**config.mk**
```make
export PLATFORM = sky130hd
export DESIGN_NAME = reg_file_param
export DESIGN_NICKNAME = d
export VERILOG_FILES = /design/src/rtl/reg_file_pkg.sv /design/src/rtl/reg_file_param.sv
export SDC_FILE = /design/constraint.sdc
export NUM_CORES = 1
export LEC_CHECK = 0
export ABC_AREA = 1
export BUFFER_PORTS_ARGS = -buffer_cell sky130_fd_sc_hd__clkbuf_2
export CORE_MARGIN = 3
export CORE_UTILIZATION = 55
export DETAILED_ROUTE_END_ITERATION = 6
export PLACE_DENSITY = 0.74
export SYNTH_ARGS = -nofsm -noshare
export SYNTH_HDL_FRONTEND = slang
export SYNTH_SLANG_ARGS = --single-unit
```
**constraint.sdc**
```tcl
create_clock -name clk -period 2.1 [get_ports clk]
set_input_delay 0.21 -clock clk [delete_from_list [all_inputs] [get_ports clk]]
set_output_delay 0.21 -clock clk [all_outputs]
set_load 0.01 [all_outputs]
```
**src/rtl/reg_file_pkg.sv**
```systemverilog
// Shared types and helpers for the parametrised register file (clear FSM states, address width).
package reg_file_pkg;

    typedef enum logic {
        RF_IDLE  = 1'b0,
        RF_CLEAR = 1'b1
    } rf_state_e;

    // Address width for a given entry count; never narrower than one bit.
    function automatic int addr_width(input int depth);
        return (depth > 1) ? $clog2(depth) : 1;
    endfunction

endpackage

```
**src/rtl/reg_file_param.sv**
```systemverilog
// DEPTH x WIDTH register file: one write port, two registered read ports, sequenced bulk clear.
// Optional macro RF_WR_BYPASS_EN makes a same-cycle read of the written address return wr_data.
module reg_file_param
    import reg_file_pkg::*;
#(
    parameter int WIDTH = 9,
    parameter int DEPTH = 4,
    localparam int AW = addr_width(DEPTH)
) (
    input  logic             clk,
    input  logic             rst,
    input  logic             clr,
    output logic             busy,
    input  logic             wr_en,
    input  logic [AW-1:0]    wr_addr,
    input  logic [WIDTH-1:0] wr_data,
    output logic             wr_drop,
    input  logic             rd_en,
    input  logic [AW-1:0]    rd0_addr,
    input  logic [AW-1:0]    rd1_addr,
    output logic [WIDTH-1:0] rd0_data,
    output logic [WIDTH-1:0] rd1_data,
    output logic             rd_valid
);

    localparam bit FULL_MAP = (DEPTH == (1 << AW));

    logic [WIDTH-1:0] mem [DEPTH];
    rf_state_e        state;
    logic [AW-1:0]    idx;

    logic             wr_in_range;
    logic             rd0_in_range;
    logic             rd1_in_range;
    logic             wr_accept;
    logic             rd_fire;
    logic [WIDTH-1:0] rd0_next;
    logic [WIDTH-1:0] rd1_next;

    // With a power-of-two depth every address is legal, so no compare is built.
    generate
        if (FULL_MAP) begin : g_full_map
            assign wr_in_range  = 1'b1;
            assign rd0_in_range = 1'b1;
            assign rd1_in_range = 1'b1;
        end else begin : g_part_map
            assign wr_in_range  = (wr_addr  < AW'(DEPTH));
            assign rd0_in_range = (rd0_addr < AW'(DEPTH));
            assign rd1_in_range = (rd1_addr < AW'(DEPTH));
        end
    endgenerate

    assign wr_accept = (state == RF_IDLE) && wr_en && !clr && wr_in_range;
    assign rd_fire   = (state == RF_IDLE) && rd_en;

    always_comb begin
        rd0_next = rd0_in_range ? mem[rd0_addr] : '0;
        rd1_next = rd1_in_range ? mem[rd1_addr] : '0;
`ifdef RF_WR_BYPASS_EN
        if (wr_accept && (rd0_addr == wr_addr)) rd0_next = wr_data;
        if (wr_accept && (rd1_addr == wr_addr)) rd1_next = wr_data;
`endif
    end

    // NOTE: the storage array is reset explicitly because reset must leave every entry at zero;
    // this forces flops rather than a RAM macro, which is acceptable at register-file sizes.
    always_ff @(posedge clk or negedge rst) begin
        if (!rst) begin
            state <= RF_IDLE;
            idx   <= '0;
            busy  <= 1'b0;
            for (int i = 0; i < DEPTH; i++) mem[i] <= '0;
        end else begin
            case (state)
                RF_IDLE: begin
                    if (clr) begin
                        state <= RF_CLEAR;
                        busy  <= 1'b1;
                        idx   <= '0;
                    end else if (wr_accept) begin
                        mem[wr_addr] <= wr_data;
                    end
                end
                RF_CLEAR: begin
                    mem[idx] <= '0;
                    if (idx == AW'(DEPTH - 1)) begin
                        state <= RF_IDLE;
                        busy  <= 1'b0;
                        idx   <= '0;
                    end else begin
                        idx <= idx + 1'b1;
                    end
                end
                default: begin
                    state <= RF_IDLE;
                    busy  <= 1'b0;
                end
            endcase
        end
    end

    // NOTE: non-blocking updates mean rd*_next sees the array as it was before this edge's
    // write, which is exactly the read-first behaviour when bypass is disabled.
    always_ff @(posedge clk or negedge rst) begin
        if (!rst) begin
            rd0_data <= '0;
            rd1_data <= '0;
            rd_valid <= 1'b0;
            wr_drop  <= 1'b0;
        end else begin
            rd_valid <= rd_fire;
            wr_drop  <= wr_en && !wr_accept;
            if (rd_fire) begin
                rd0_data <= rd0_next;
                rd1_data <= rd1_next;
            end
        end
    end

endmodule
```
* Word level (Yosys, flattened, before mapping)
Cells that the tools add are included.
** Word-level totals
- Output and inout bits :: 21
- Flip-flop bits (word level) :: 60
- Bits of input ports :: 20
** Operators by class
- Order comparisons :: 6
- Equal/unequal tests :: 5
- Muxes and demuxes :: 23
- Bitwise logic cells :: 7
- Reductions and logical operators :: 10
- $add $sub $neg :: 1
** Operators by type and width (number)
- 2-to-1 mux 36 bit :: 2
- one-hot mux 36 bit (2 select lines) :: 1
- 2-to-1 mux 9 bit :: 6
- bitwise AND 36 bit :: 1
- binary-select mux 9 bit (select 2 bit) :: 2
- bitwise mux 36 bit :: 1
- demux 9 bit (select 2 bit) :: 2
- inverter 36 bit :: 1
- greater-or-equal comparator 3 bit, second input constant :: 4
- inverter 2 -> 3 bit :: 4
- logical AND 1 bit :: 6
- less-than comparator 3 x 1 -> 1 bit, second input constant :: 2
- != test 2 bit, second input constant :: 3
- 2-to-1 mux 1 bit :: 4
- 2-to-1 mux 2 bit :: 2
- one-hot mux 1 bit (2 select lines) :: 2
- one-hot mux 2 bit (2 select lines) :: 1
- AND reduction 2 bit :: 2
- adder 2 x 1 -> 2 bit, second input constant :: 1
- equality test 2 bit, second input constant :: 1
- zero test 1 bit :: 2
- != test 2 x 1 -> 1 bit, second input constant :: 1
- inverter 1 bit :: 1

* Depth between registers and ports, before layout
Gate-level depths: netlist of the first run.
- Depth after elaboration :: 9
- Depth in mapped cells :: 8

* Worst setup path after synthesis of the first run
OpenSTA, ideal clock, no wires.
- Path type :: register to register
- Start :: register idx[0]
- End :: register mem[17] in the netlist's numbering
- Cell stages (with the launch flop) :: 8
- Setup slack :: 0.953 ns
- Buffers on the path :: 0
- Arrival :: 1.030 ns
- Clock period less this slack :: 1.147 ns
- Cells stage by stage :: dfrtp_1 > inv_1 > ha_1 > clkinv_1 > nand3_1 > o21ai_0 > nand2_1 > nand2_1
** On the way
- Longest elaborated chain between the ends :: 8
** Ends and longest elaborated chain
- start, declared :: line reg_file_param.sv:30 : logic [AW-1:0] idx;
- start signal, assigned :: line reg_file_param.sv:91 : idx <= idx + 1'b1;
- inverter 2 -> 3 bit (not written as such) * :: line reg_file_param.sv:85 : mem[idx] <= '0;
- greater-or-equal comparator 3 bit (not written as such) / less-than comparator 3 x 1 -> 1 bit (equally long branches) :: line reg_file_param.sv:85
- logical AND 1 bit (not written as such) :: line reg_file_param.sv:85
- 2-to-1 mux 9 bit (not written as such) :: line reg_file_param.sv:85
- demux 9 bit (select 2 bit) * :: line reg_file_param.sv:85
- inverter 36 bit (no source line) *
- bitwise AND 36 bit (no source line) *
- one-hot mux 36 bit (2 select lines) * :: line reg_file_param.sv:74 : case (state)
- end signal, assigned by index :: line reg_file_param.sv:81 : mem[wr_addr] <= wr_data;
- end, declared :: line reg_file_param.sv:28 : logic [WIDTH-1:0] mem [DEPTH];
Mark *: on every way between the ends. The rest lies on a longest branch, timed or not.
A chain may end at the register's enable or synchronous reset.

* Final worst setup path of the first run
- Start :: register state
- End :: register rd0_data[7]
** On the way
- Longest elaborated chain between the ends :: 2
** Ends and longest elaborated chain
- start, declared :: line reg_file_param.sv:29 : rf_state_e state;
- start signal, assigned :: line reg_file_param.sv:69 : state <= RF_IDLE;
- start signal, assigned :: line reg_file_param.sv:77 : state <= RF_CLEAR;
- start signal, assigned :: line reg_file_param.sv:87 : state <= RF_IDLE;
- inverter 1 bit
- logical AND 1 bit :: line reg_file_param.sv:54 : assign rd_fire = (state == RF_IDLE) && rd_en;
- end signal, assigned :: line reg_file_param.sv:114 : rd0_data <= rd0_next;
- end, declared :: line reg_file_param.sv:21 : output logic [WIDTH-1:0] rd0_data,
No other way between the ends.

==> flow_metrics.py, run 1 <==
metrics = {
    "outcome": {
        "outcome": "finished, final reports clean",
    },
    "floorplan": {
        "fp.dieW_um": 86.7,
        "ioPinCount": 41,
        "rows": 28,
        "initial_core_util_pct": 58.8,
        "fp.dieH_um": 86.7,
        "dieArea_um2": 7520,
        "core_um2": 6100,
    },
    "sta": {
        "period_share_pct": 71.6,
        "hold_ws_ps": 27.5,
        "finalCriticalPeriod_ps": 1500,
        "finalMaxSlewViolations": 0,
        "timing.fmax_mhz": 665,
        "tns_ps": 0,
        "hold_viol_final": 0,
        "relSlewSlack_pct": 48.2,
        "clock_skew_ps": 5.33,
        "worst_pin_slew_ps": 778,
        "finalSetupViolCount": 0,
        "rsz0062_at_grt": "false",
    },
    "setup_path": {
        "arrival_ps": 1800,
        "critPathBufInv": 2,
        "cp_slowest_stage_delay_ps": 390,
        "cp-start-kind": "flop",
        "critPathSlowestCell": "dfrtp_1",
        "cp-end-kind": "flop",
        "worstPathMaxFanout": 19,
        "path_delay_family": "buffers and inverters",
        "worstPathCellList": "inv_2, nand2_4, inv_2, nand2_1, nand2_1",
        "setup.worst_path.class": "flop to flop",
        "cp.required_ps": 2390,
    },
    "place": {
        "hpwl_um": 7150,
        "gp_congestion": 0.925,
        "post_dp_cell_area_um2": 3770,
        "io_buffers": 40,
    },
    "synth": {
        "syn_area_um2": 3580,
        "synth_area_leaders": "dfrtp_1 (42%), nand2_1 (26%), nand3_1 (9.4%)",
        "syn_nets": 552,
        "synthCells": 528,
        "ys_ff_latch": 60,
        "syn_area_per_cell_um2": 6.79,
        "synth.distinct_cells": 20,
        "yosysTopAreaCellShare_pct": 41.9,
        "ys_seq_area_share_pct": 41.9,
        "yosysWarnings": 0,
        "synth_top_cell_by_area": "dfrtp_1",
    },
    "power_and_ir_drop": {
        "finalPower_w": 0.00505,
        "swShare_pct": 46.5,
        "power_leakage_nw": 2.22,
        "ir_worst_vdd_uv": 731,
        "p_per_area_nw_per_um2": 1280,
        "pwr-share-clk_pct": 18.5,
        "combPwrFrac_pct": 43.5,
        "internal-power_w": 0.00270,
        "power_switching_w": 0.00235,
        "power_frac_seq_pct": 38.0,
    },
    "cts": {
        "clk_pin_slew_ps": 70,
        "ctsResizeCount": 0,
        "h-tree-depth": 3,
        "holdBufCountCts": 0,
        "clockBufferDepth": 2,
        "cts.sink_count": 60,
        "root_buffer": "clkbuf_8",
        "post_cts_buffers": 0,
        "cts-buffers-inserted": 9,
        "clock_latency_ps": 350,
        "cts_tree": "done",
    },
    "cells_and_area": {
        "final_cell_mix": "nand2_1 (248), nand3_1 (67), dfrtp_1 (60)",
        "n_antenna_cell": 0,
        "fillCellCount": 568,
        "final_area_um2": 3940,
        "fin_nets": 587,
        "drive_gt1_share_pct": 13.6,
        "final_common_cell": "nand2_1",
        "syn_to_final_growth_pct": 9.88,
    },
    "routing": {
        "wirelength_um": 10100,
        "drt_pass1_iterations": 5,
        "via_per_inst": 5.44,
        "drcViolationCount": 0,
        "dr.first_iter.drc_count": 330,
        "num_vias": 3501,
        "post_drt_wl_per_cell_um": 15.7,
        "antenna_left": 0,
    },
    "global_route": {
        "grt_pass1_wl_um": 16600,
        "grt.total_usage_pct": 28.8,
        "grt_pass1_vias": 3303,
        "grt_max_degree": 61,
        "antenna_found_initial": 0,
        "overflow": 0,
    },
    "min_path": {
        "hold_path_class": "input pin to asynchronous set/reset pin",
    },
    "run": {
        "cap_violations": 0,
    },
}
==> cell families (layout without fill, tap and decap cells) <==
logic type,count (synthesis),in the layout,synth area share [%]
flip-flops,60,60,41.9
buffers and inverters,73,113,9.22
AO/OA/AOI/OAI,49,49,8.00
AND/OR/NAND/NOR,342,342,39.5
adder cells (fa/ha/maj),4,4,1.40
==> worst register-to-register path, stage by stage (launching register included) <==
cell,delay (ps)
dfrtp_1,390
inv_2,340
nand2_4,230
inv_2,310
nand2_1,110
nand2_1,70
==> path summary, 6_finish.rpt <==
kind	from	to	slack (ps)	cells after the start
min	rst	idx[1]$_DFFE_PN0P_	30	2
min in group clk	wr_en	wr_drop$_DFF_PN0_	130	3
max in group asynchronous	rst	rd0_data[0]$_DFFE_PN0P_	1570	2
max	state$_DFF_PN0_	rd0_data[7]$_DFFE_PN0P_	600	5
min reg2reg	rd0_data[1]$_DFFE_PN0P_	rd0_data[1]$_DFFE_PN0P_	480	2
max reg2reg	state$_DFF_PN0_	rd0_data[7]$_DFFE_PN0P_	600	5
==> sequential cells by signal, summed over array words and instances (netlist names) <==
register	count
state	1
rd1_data	9
busy	1
wr_drop	1
rd_valid	1
mem	36
rd0_data	9
idx	2
==> layer usage <==
metal  vias to the layer above  wire length [um]  GRT usage (%)  part of all wire, %
met5                         -                 0              0                    0
met4                         0               207           10.6                  2.1
met3                        16               786           6.94                  7.8
met2                       164              4640           43.8                   46
met1                      1604              4450           39.8                   44
li1                       1717                 -              -                    -
==> synthesized netlist by cell type <==
| library cell | count |
|---|---|
| a21oi_1 | 2 |
| a21oi_2 | 1 |
| a22o_1 | 1 |
| buf_2 | 9 |
| buf_4 | 6 |
| buf_6 | 3 |
| clkinv_1 | 5 |
| dfrtp_1 | 60 |
| ha_1 | 4 |
| inv_1 | 45 |
| inv_2 | 5 |
| nand2_1 | 248 |
| nand2_2 | 7 |
| nand2_4 | 2 |
| nand3_1 | 67 |
| nor2_1 | 16 |
| nor2_4 | 2 |
| o21ai_0 | 32 |
| o21ai_1 | 10 |
| o21ai_4 | 3 |
==> layout make-up <==
cell class | instances | area [um2] | share of cell area (%)
clock buffers | 11 | 141 | 3.59
repair buffers | 42 | 215 | 5.47
clock inverters | 5 | 27.5 | 0.699
inverters | 55 | 206 | 5.24
flip-flops and latches | 60 | 1500 | 38.1
well taps | 75 | 93.8 | 2.38
multi-input cells | 395 | 1750 | 44.5
==> power groups by stage <==
stage | combinational [W] | clock, W | sequential (W)
finish | 0.00220 | 0.000937 | 0.00192
global route | 0.00249 | 0.000990 | 0.00196
CTS | 0.00218 | 0.000940 | 0.00191
detailed placement | 0.00217 | 0 | 0.00193
global placement | 0.00213 | 0 | 0.00191
floorplan | 0.00152 | 0 | 0.00191
==> metrics by stage <==
step / setup WS [ps] / util (%) / cells
after floorplan: 953 / - / 528
after global placement: 656 / 61.8 / 627
after detailed placement: 619 / 61.8 / 627
after CTS: 609 / 64.6 / 643
after global routing: 438 / 64.6 / 643
final: 595 / 64.6 / 643
(Power assumes the default switching activity.)
==> run 2: changes to the inputs <==
--- a/config.mk
+++ b/config.mk
@@ -5,7 +5,7 @@
 export SDC_FILE = /design/constraint.sdc
 export NUM_CORES = 1
 export LEC_CHECK = 0
-export ABC_AREA = 1
+export ABC_AREA = 0
 export BUFFER_PORTS_ARGS = -buffer_cell sky130_fd_sc_hd__clkbuf_2
 export CORE_MARGIN = 3
 export CORE_UTILIZATION = 55
==> constraint.sdc (replaced) <==
create_clock -name clk -period 1.55 [get_ports clk]
set_input_delay 0.155 -clock clk [delete_from_list [all_inputs] [get_ports clk]]
set_output_delay 0.155 -clock clk [all_outputs]
set_load 0.01 [all_outputs]
==> run 2 against run 1 <==
Clock skew rose by 1.6 ps. Die area fell by 11%. Worst hold slack improved by 76 ps. Global-route usage fell by 4.2 points. Sequential share of layout area rose by 3.3 points. Combinational power rose by 5%. Fmax rose by 22%. Highest routed layer unchanged.
==> flow_metrics.py, run 2 <==
metrics = {
    "outcome": {
        "outcome": "finished, final reports clean",
    },
    "setup_path": {
        "arrival_ps": 1420,
        "cp-start-kind": "flop",
        "ff2ff_path_depth": 4,
        "cp-end-kind": "flop",
        "worstPathMaxFanout": 9,
        "timing.rr.start": "state$_DFF_PN0_",
        "setup.worst_path.class": "flop to flop",
        "cp.required_ps": 1740,
        "r2r_slack_ps": 320,
        "r2r_end": "rd0_data[4]$_DFFE_PN0P_",
    },
    "power_and_ir_drop": {
        "internal-power_w": 0.00395,
        "power_switching_w": 0.00249,
        "power_leakage_nw": 1.71,
        "p_per_area_nw_per_um2": 1770,
        "swShare_pct": 38.6,
        "combPwrFrac_pct": 35.9,
        "power_frac_seq_pct": 44.4,
        "ir_worst_vdd_uv": 1190,
        "pwr-share-clk_pct": 19.7,
    },
    "routing": {
        "drcViolationCount": 0,
        "via_per_inst": 5.84,
        "drt_pass1_iterations": 4,
        "wirelength_um": 7150,
        "post_drt_wl_per_cell_um": 17.6,
        "dr.first_iter.drc_count": 149,
        "antenna_left": 0,
        "num_vias": 2377,
    },
    "synth": {
        "yosysTopAreaCellShare_pct": 47.5,
        "yosysWarnings": 0,
        "post-synth-top-count-cell": "mux2i_1",
        "async_flop_share_pct": 100,
        "syn_area_um2": 3160,
        "synth_edf_count": 0,
        "synth_top_cell_by_area": "dfrtp_1",
        "ys_seq_area_share_pct": 47.5,
        "syn_nets": 313,
        "syn_area_per_cell_um2": 10.9,
        "synth_flop_cell": "dfrtp_1",
        "yosys-top-cells-count": "mux2i_1 (72), dfrtp_1 (60), nand2_1 (54)",
        "ys_ff_latch": 60,
        "synth_area_leaders": "dfrtp_1 (47%), mux2i_1 (23%), nand2_1 (6.4%)",
        "synthCells": 289,
        "synth.distinct_cells": 29,
    },
    "cells_and_area": {
        "drive_gt1_share_pct": 23.7,
        "fillCellCount": 405,
        "regMostFlops": "mem",
        "fin_nets": 358,
        "syn_to_final_growth_pct": 14.7,
        "largest_reg_flops": 36,
        "top_regs": "mem: 36 flops, rd0_data: 9 flops, rd1_data: 9 flops",
        "final_common_cell": "mux2i_1",
        "n_antenna_cell": 0,
        "final_area_um2": 3630,
        "final_cell_mix": "mux2i_1 (72), dfrtp_1 (60), nand2_1 (54)",
    },
    "place": {
        "dpl_worst_slack_ps": 262,
        "gp_congestion": 0.800,
        "post_dp_cell_area_um2": 3440,
        "hpwl_um": 5130,
        "io_buffers": 40,
    },
    "cts": {
        "h-tree-depth": 3,
        "root_buffer": "clkbuf_8",
        "ctsResizeCount": 0,
        "cts-buffers-inserted": 9,
        "clk_pin_slew_ps": 70,
        "holdBufCountCts": 1,
        "clock_latency_ps": 330,
        "cts_tree": "done",
        "clockBufferDepth": 2,
        "cts.sink_count": 60,
        "post_cts_buffers": 0,
    },
    "min_path": {
        "holdCritStartpoint": "rd_en",
        "whs_endpoint": "rd_valid$_DFF_PN0_",
        "hold_path_class": "input pin to flop",
        "min_path_cells": 3,
    },
    "global_route": {
        "grt.total_usage_pct": 24.6,
        "grt_pass1_wl_um": 12100,
        "grt_pass1_vias": 2284,
        "grt_max_degree": 46,
        "antenna_found_initial": 0,
        "overflow": 0,
    },
    "sta": {
        "finalSetupViolCount": 0,
        "rsz0062_at_grt": "false",
        "relSlewSlack_pct": 58.3,
        "hold_viol_final": 0,
        "tns_ps": 0,
        "worst_pin_slew_ps": 625,
        "finalWorstSetupSlack_ps": 319,
        "period_share_pct": 79.4,
        "finalCriticalPeriod_ps": 1230,
        "finalMaxSlewViolations": 0,
        "timing.fmax_mhz": 812,
        "clock_skew_ps": 6.88,
    },
    "floorplan": {
        "dieArea_um2": 6690,
        "initial_core_util_pct": 59.3,
        "fp.dieH_um": 81.8,
        "fp.dieW_um": 81.8,
        "rows": 26,
        "core_um2": 5340,
        "ioPinCount": 41,
    },
    "run": {
        "cap_violations": 0,
    },
}
-- run 2: cell types whose count changed after synthesis, sizes merged, moves of 4 or more --
| cell | delta |
|---|---|
| nand2 | -201 |
| mux2i | +72 |
| nand3 | -67 |
| inv | -47 |
| o221ai | +18 |
| nor2 | -16 |
| o21ai | -9 |
| clkbuf | +6 |
| nor2b | +5 |
| clkinv | -4 |
-- run 2: layer usage --
layer	wire length, um	track usage (%)	part of all wire [%]	up-vias
li1	-	-	-	1137
met1	3700	38.7	52	1154
met2	2930	32.7	41	74
met3	359	4.39	5.0	12
met4	148	10.3	2.1	0
met5	0	0	0	-
-- run 2: cells by family (layout without fill, tap and decap cells) --
kind of cell / Yosys count / in the layout / synth area share, %
DFF: 60 / 60 / 47.5
adders and majority gates: 4 / 4 / 1.58
AOI/OAI and AO/OA: 57 / 57 / 12.0
muxes: 73 / 73 / 23.1
and+or+nand+nor: 70 / 70 / 10.4
buffers and inverters: 25 / 73 / 5.42
-- run 2: stage by stage --
step           total power, W  util (%)  cells  hold WS, ps
3_5_place_dp          0.00518      64.5    392          190
2_1_floorplan         0.00421         -    289         -141
5_1_grt               0.00696      68.0    407          103
6_report              0.00644      68.0    407          104
4_1_cts               0.00647      68.0    407         89.9
3_3_place_gp          0.00509      64.5    392          185
-- run 2: power by group through the flow --
stage	logic, W	registers, W	clock network, W
2_1_floorplan	0.00141	0.00280	0
3_3_place_gp	0.00227	0.00282	0
3_5_place_dp	0.00231	0.00287	0
4_1_cts	0.00233	0.00285	0.00129
5_1_grt	0.00262	0.00297	0.00137
6_report	0.00231	0.00286	0.00127
-- run 2: worst max-delay path by stage --
stage / startpoint / end / slack (ps) / cells past startpoint
final: state$_DFF_PN0_ / rd0_data[4]$_DFFE_PN0P_ / 320 / 4
after global routing: idx[0]$_DFFE_PN0P_ / mem[27]$_DFFE_PN0P_ / 210 / 6
after CTS: state$_DFF_PN0_ / rd0_data[4]$_DFFE_PN0P_ / 310 / 4
after detailed placement: clr / mem[22]$_DFFE_PN0P_ / 260 / 4
after global placement: clr / mem[19]$_DFFE_PN0P_ / 320 / 4
after floorplan: state$_DFF_PN0_ / rd0_data[8]$_DFFE_PN0P_ / 360 / 7
-- run 2: layout make-up --
cell class,count,area (um2),share of cell area (%)
timing repair buffer,55,353,9.73
sequential,60,1500,41.4
multi-input combinational,204,1490,41.1
clock inverter,2,10.0,0.276
tap,70,87.6,2.42
inverter,4,20.0,0.552
clock buffer,12,165,4.55
-- run 2: critical path: stages, from the launching register on --
cell	delay [ps]
dfrtp_1	390
nand2b_4	160
clkinv_4	60
nand2b_1	290
o221ai_1	180
==> run 3: changes to the inputs <==
--- a/config.mk
+++ b/config.mk
@@ -5,7 +5,7 @@
 export SDC_FILE = /design/constraint.sdc
 export NUM_CORES = 1
 export LEC_CHECK = 0
-export ABC_AREA = 0
+export ABC_AREA = 1
 export BUFFER_PORTS_ARGS = -buffer_cell sky130_fd_sc_hd__clkbuf_2
 export CORE_MARGIN = 3
 export CORE_UTILIZATION = 55
==> constraint.sdc (replaced) <==
create_clock -name clk -period 1.2 [get_ports clk]
set_input_delay 0.12 -clock clk [delete_from_list [all_inputs] [get_ports clk]]
set_output_delay 0.12 -clock clk [all_outputs]
set_load 0.01 [all_outputs]
==> run 3 against run 2 <==
Critical path depth increased by 3. Final area rose by 22%. Register-to-register slack got worse by 310 ps. Clock skew is 1.2 ps higher. Critical endpoint is now mem[21]$_DFFE_PN0P_. Clock power increased by 41%. Power rose by 58%. Combinational power up 120%. Sequential power up 20%.
==> flow_metrics.py, run 3 (synthesis results as in run 1) <==
metrics = {
    "cts": {
        "root_buffer": "clkbuf_8",
        "clockBufferDepth": 2,
        "h-tree-depth": 3,
        "clock_latency_ps": 340,
        "clk_pin_slew_ps": 70,
        "cts.sink_count": 60,
        "cts_tree": "done",
        "cts-buffers-inserted": 9,
    },
    "place": {
        "io_buffers": 40,
        "post_dp_cell_area_um2": 3920,
        "gp_congestion": 0.975,
        "hpwl_um": 7320,
    },
    "min_path": {
        "whs_endpoint": "wr_drop$_DFF_PN0_",
        "min_path_cells": 3,
        "hold_path_class": "input pin to flop",
        "holdCritStartpoint": "wr_en",
    },
    "global_route": {
        "met2_usage_pct": 42.8,
        "grt_use_met3_pct": 6.84,
        "antenna_found_initial": 0,
        "grt_pass1_wl_um": 16900,
        "gr-max-usage-layer": "met2",
        "grt_pass1_vias": 3402,
        "met1_usage_pct": 39.3,
        "grt_max_degree": 61,
        "overflow": 0,
        "grt.total_usage_pct": 29.2,
    },
    "power_and_ir_drop": {
        "power_leakage_nw": 2.41,
        "ir_worst_vdd_uv": 1430,
        "p_per_area_nw_per_um2": 2310,
    },
    "sta": {
        "rsz0062_at_grt": "true",
        "finalMaxSlewViolations": 0,
        "period_share_pct": 99.3,
        "hold_ws_ps": 41.7,
        "timing.fmax_mhz": 840,
        "tns_ps": 0,
        "clock_skew_ps": 8.08,
        "relSlewSlack_pct": 78.1,
        "hold_viol_final": 0,
        "worst_pin_slew_ps": 329,
        "finalSetupViolCount": 0,
        "finalCriticalPeriod_ps": 1190,
    },
    "cells_and_area": {
        "final_area_um2": 4410,
        "final_common_cell": "nand2_1",
        "drive_gt1_share_pct": 21.0,
        "final_cell_mix": "nand2_1 (247), nand3_1 (64), dfrtp_1 (57)",
        "top_regs": "mem: 36 flops, rd0_data: 9 flops, rd1_data: 9 flops",
        "syn_to_final_growth_pct": 23.2,
        "n_antenna_cell": 0,
        "fin_nets": 615,
        "fin_util_pct": 72.4,
        "regMostFlops": "mem",
        "largest_reg_flops": 36,
    },
    "floorplan": {
        "fp.dieW_um": 86.7,
        "initial_core_util_pct": 58.8,
        "fp.dieH_um": 86.7,
        "core_um2": 6100,
        "ioPinCount": 41,
        "dieArea_um2": 7520,
        "rows": 28,
    },
    "setup_path": {
        "r2r_end": "mem[21]$_DFFE_PN0P_",
        "cp.required_ps": 1480,
        "setup.worst_path.class": "flop to flop",
        "ff2ff_path_depth": 7,
        "arrival_ps": 1470,
        "worstPathMaxFanout": 4,
        "r2r_slack_ps": 9,
        "cp-start-kind": "flop",
        "timing.rr.start": "idx[0]$_DFFE_PN0P_",
        "cp-end-kind": "flop",
    },
    "routing": {
        "dr.first_iter.drc_count": 373,
        "post_drt_wl_per_cell_um": 16.0,
        "drcViolationCount": 0,
        "via_per_inst": 5.57,
        "wirelength_um": 10700,
        "antenna_left": 0,
        "num_vias": 3734,
        "drt_pass1_iterations": 5,
    },
    "run": {
        "cap_violations": 0,
    },
    "outcome": {
        "outcome": "finished, final reports clean",
    },
}
[run 3: changes by cell type in the layout (fill, tap and decap cells not counted), moves of 5 or more]
cell / delta
nor2b_1: -5
nand2_4: +7
nand3_1: +64
o21ai_1: +18
o21ai_0: -16
o221ai_1: -16
nor2_1: +14
o21ai_2: +5
nand2_1: +193
mux2i_1: -72
inv_4: +8
inv_1: +38
buf_4: +6
[run 3: repair_timing]
| action | 4_1_cts | 5_1_grt |
|---|---|---|
| resized for setup | 15 | 67 |
| hold buffers | 1 | 0 |
| hold endpoints to repair | 60 | 0 |
| endpoints found under the setup margin | 44 | 54 |
| pin swaps | 0 | 12 |
| cloned | 1 | 4 |
| setup buffers | 1 | 2 |
[run 3: how the worst max path moves through the flow]
stage                            start                   to  slack [ps]  cells after the start
finish              idx[0]$_DFFE_PN0P_  mem[21]$_DFFE_PN0P_           9                      7
global route        idx[0]$_DFFE_PN0P_  mem[15]$_DFFE_PN0P_         -70                      7
CTS                 idx[1]$_DFFE_PN0P_  mem[30]$_DFFE_PN0P_         -10                      7
detailed placement  idx[0]$_DFFE_PN0P_  mem[30]$_DFFE_PN0P_        -110                      7
global placement    idx[1]$_DFFE_PN0P_  mem[34]$_DFFE_PN0P_         -70                      7
floorplan           idx[0]$_DFFE_PN0P_  mem[17]$_DFFE_PN0P_          50                      7
[run 3: per-layer routing]
metal  share of wire [%]  vias to the layer above
met5                   0                        -
met4                 4.5                        0
met3                 8.9                       46
met2                  44                      217
met1                  42                     1697
li1                    -                     1774
[run 3: layout make-up]
type | instances | area [um2]
clock buffers | 13 | 149
repair buffers | 66 | 479
inverters | 55 | 229
fillers | 475 | 1680
clock inverters | 2 | 35.0
multi-input cells | 397 | 1910
repair inverters | 2 | 13.8
flip-flops and latches | 60 | 1510
well taps | 75 | 93.8
[run 3: worst max-delay path, stage by stage (launching register included)]
cell	delay, ps
dfrtp_2	450
buf_4	150
ha_4	170
clkinvlp_4	90
nand3_1	60
o21ai_1	80
nand2_1	60
nand2_1	60
[run 3: through the flow]
step                      power [W]  setup WS, ps  std cells
after floorplan             0.00601          53.3        528
after global placement      0.00731         -68.0        646
after detailed placement    0.00739          -108        646
after CTS                   0.00929         -12.1        664
after global routing         0.0109         -68.0        670
final                        0.0102          8.95        670
[run 3: where the power goes]
part           leakage [nW]  internal [W]  switching [W]
Combinational          1.52       0.00183        0.00314
Clock                0.0935       0.00100       0.000786
Sequential            0.794       0.00280       0.000628
Total                  2.41       0.00564        0.00456
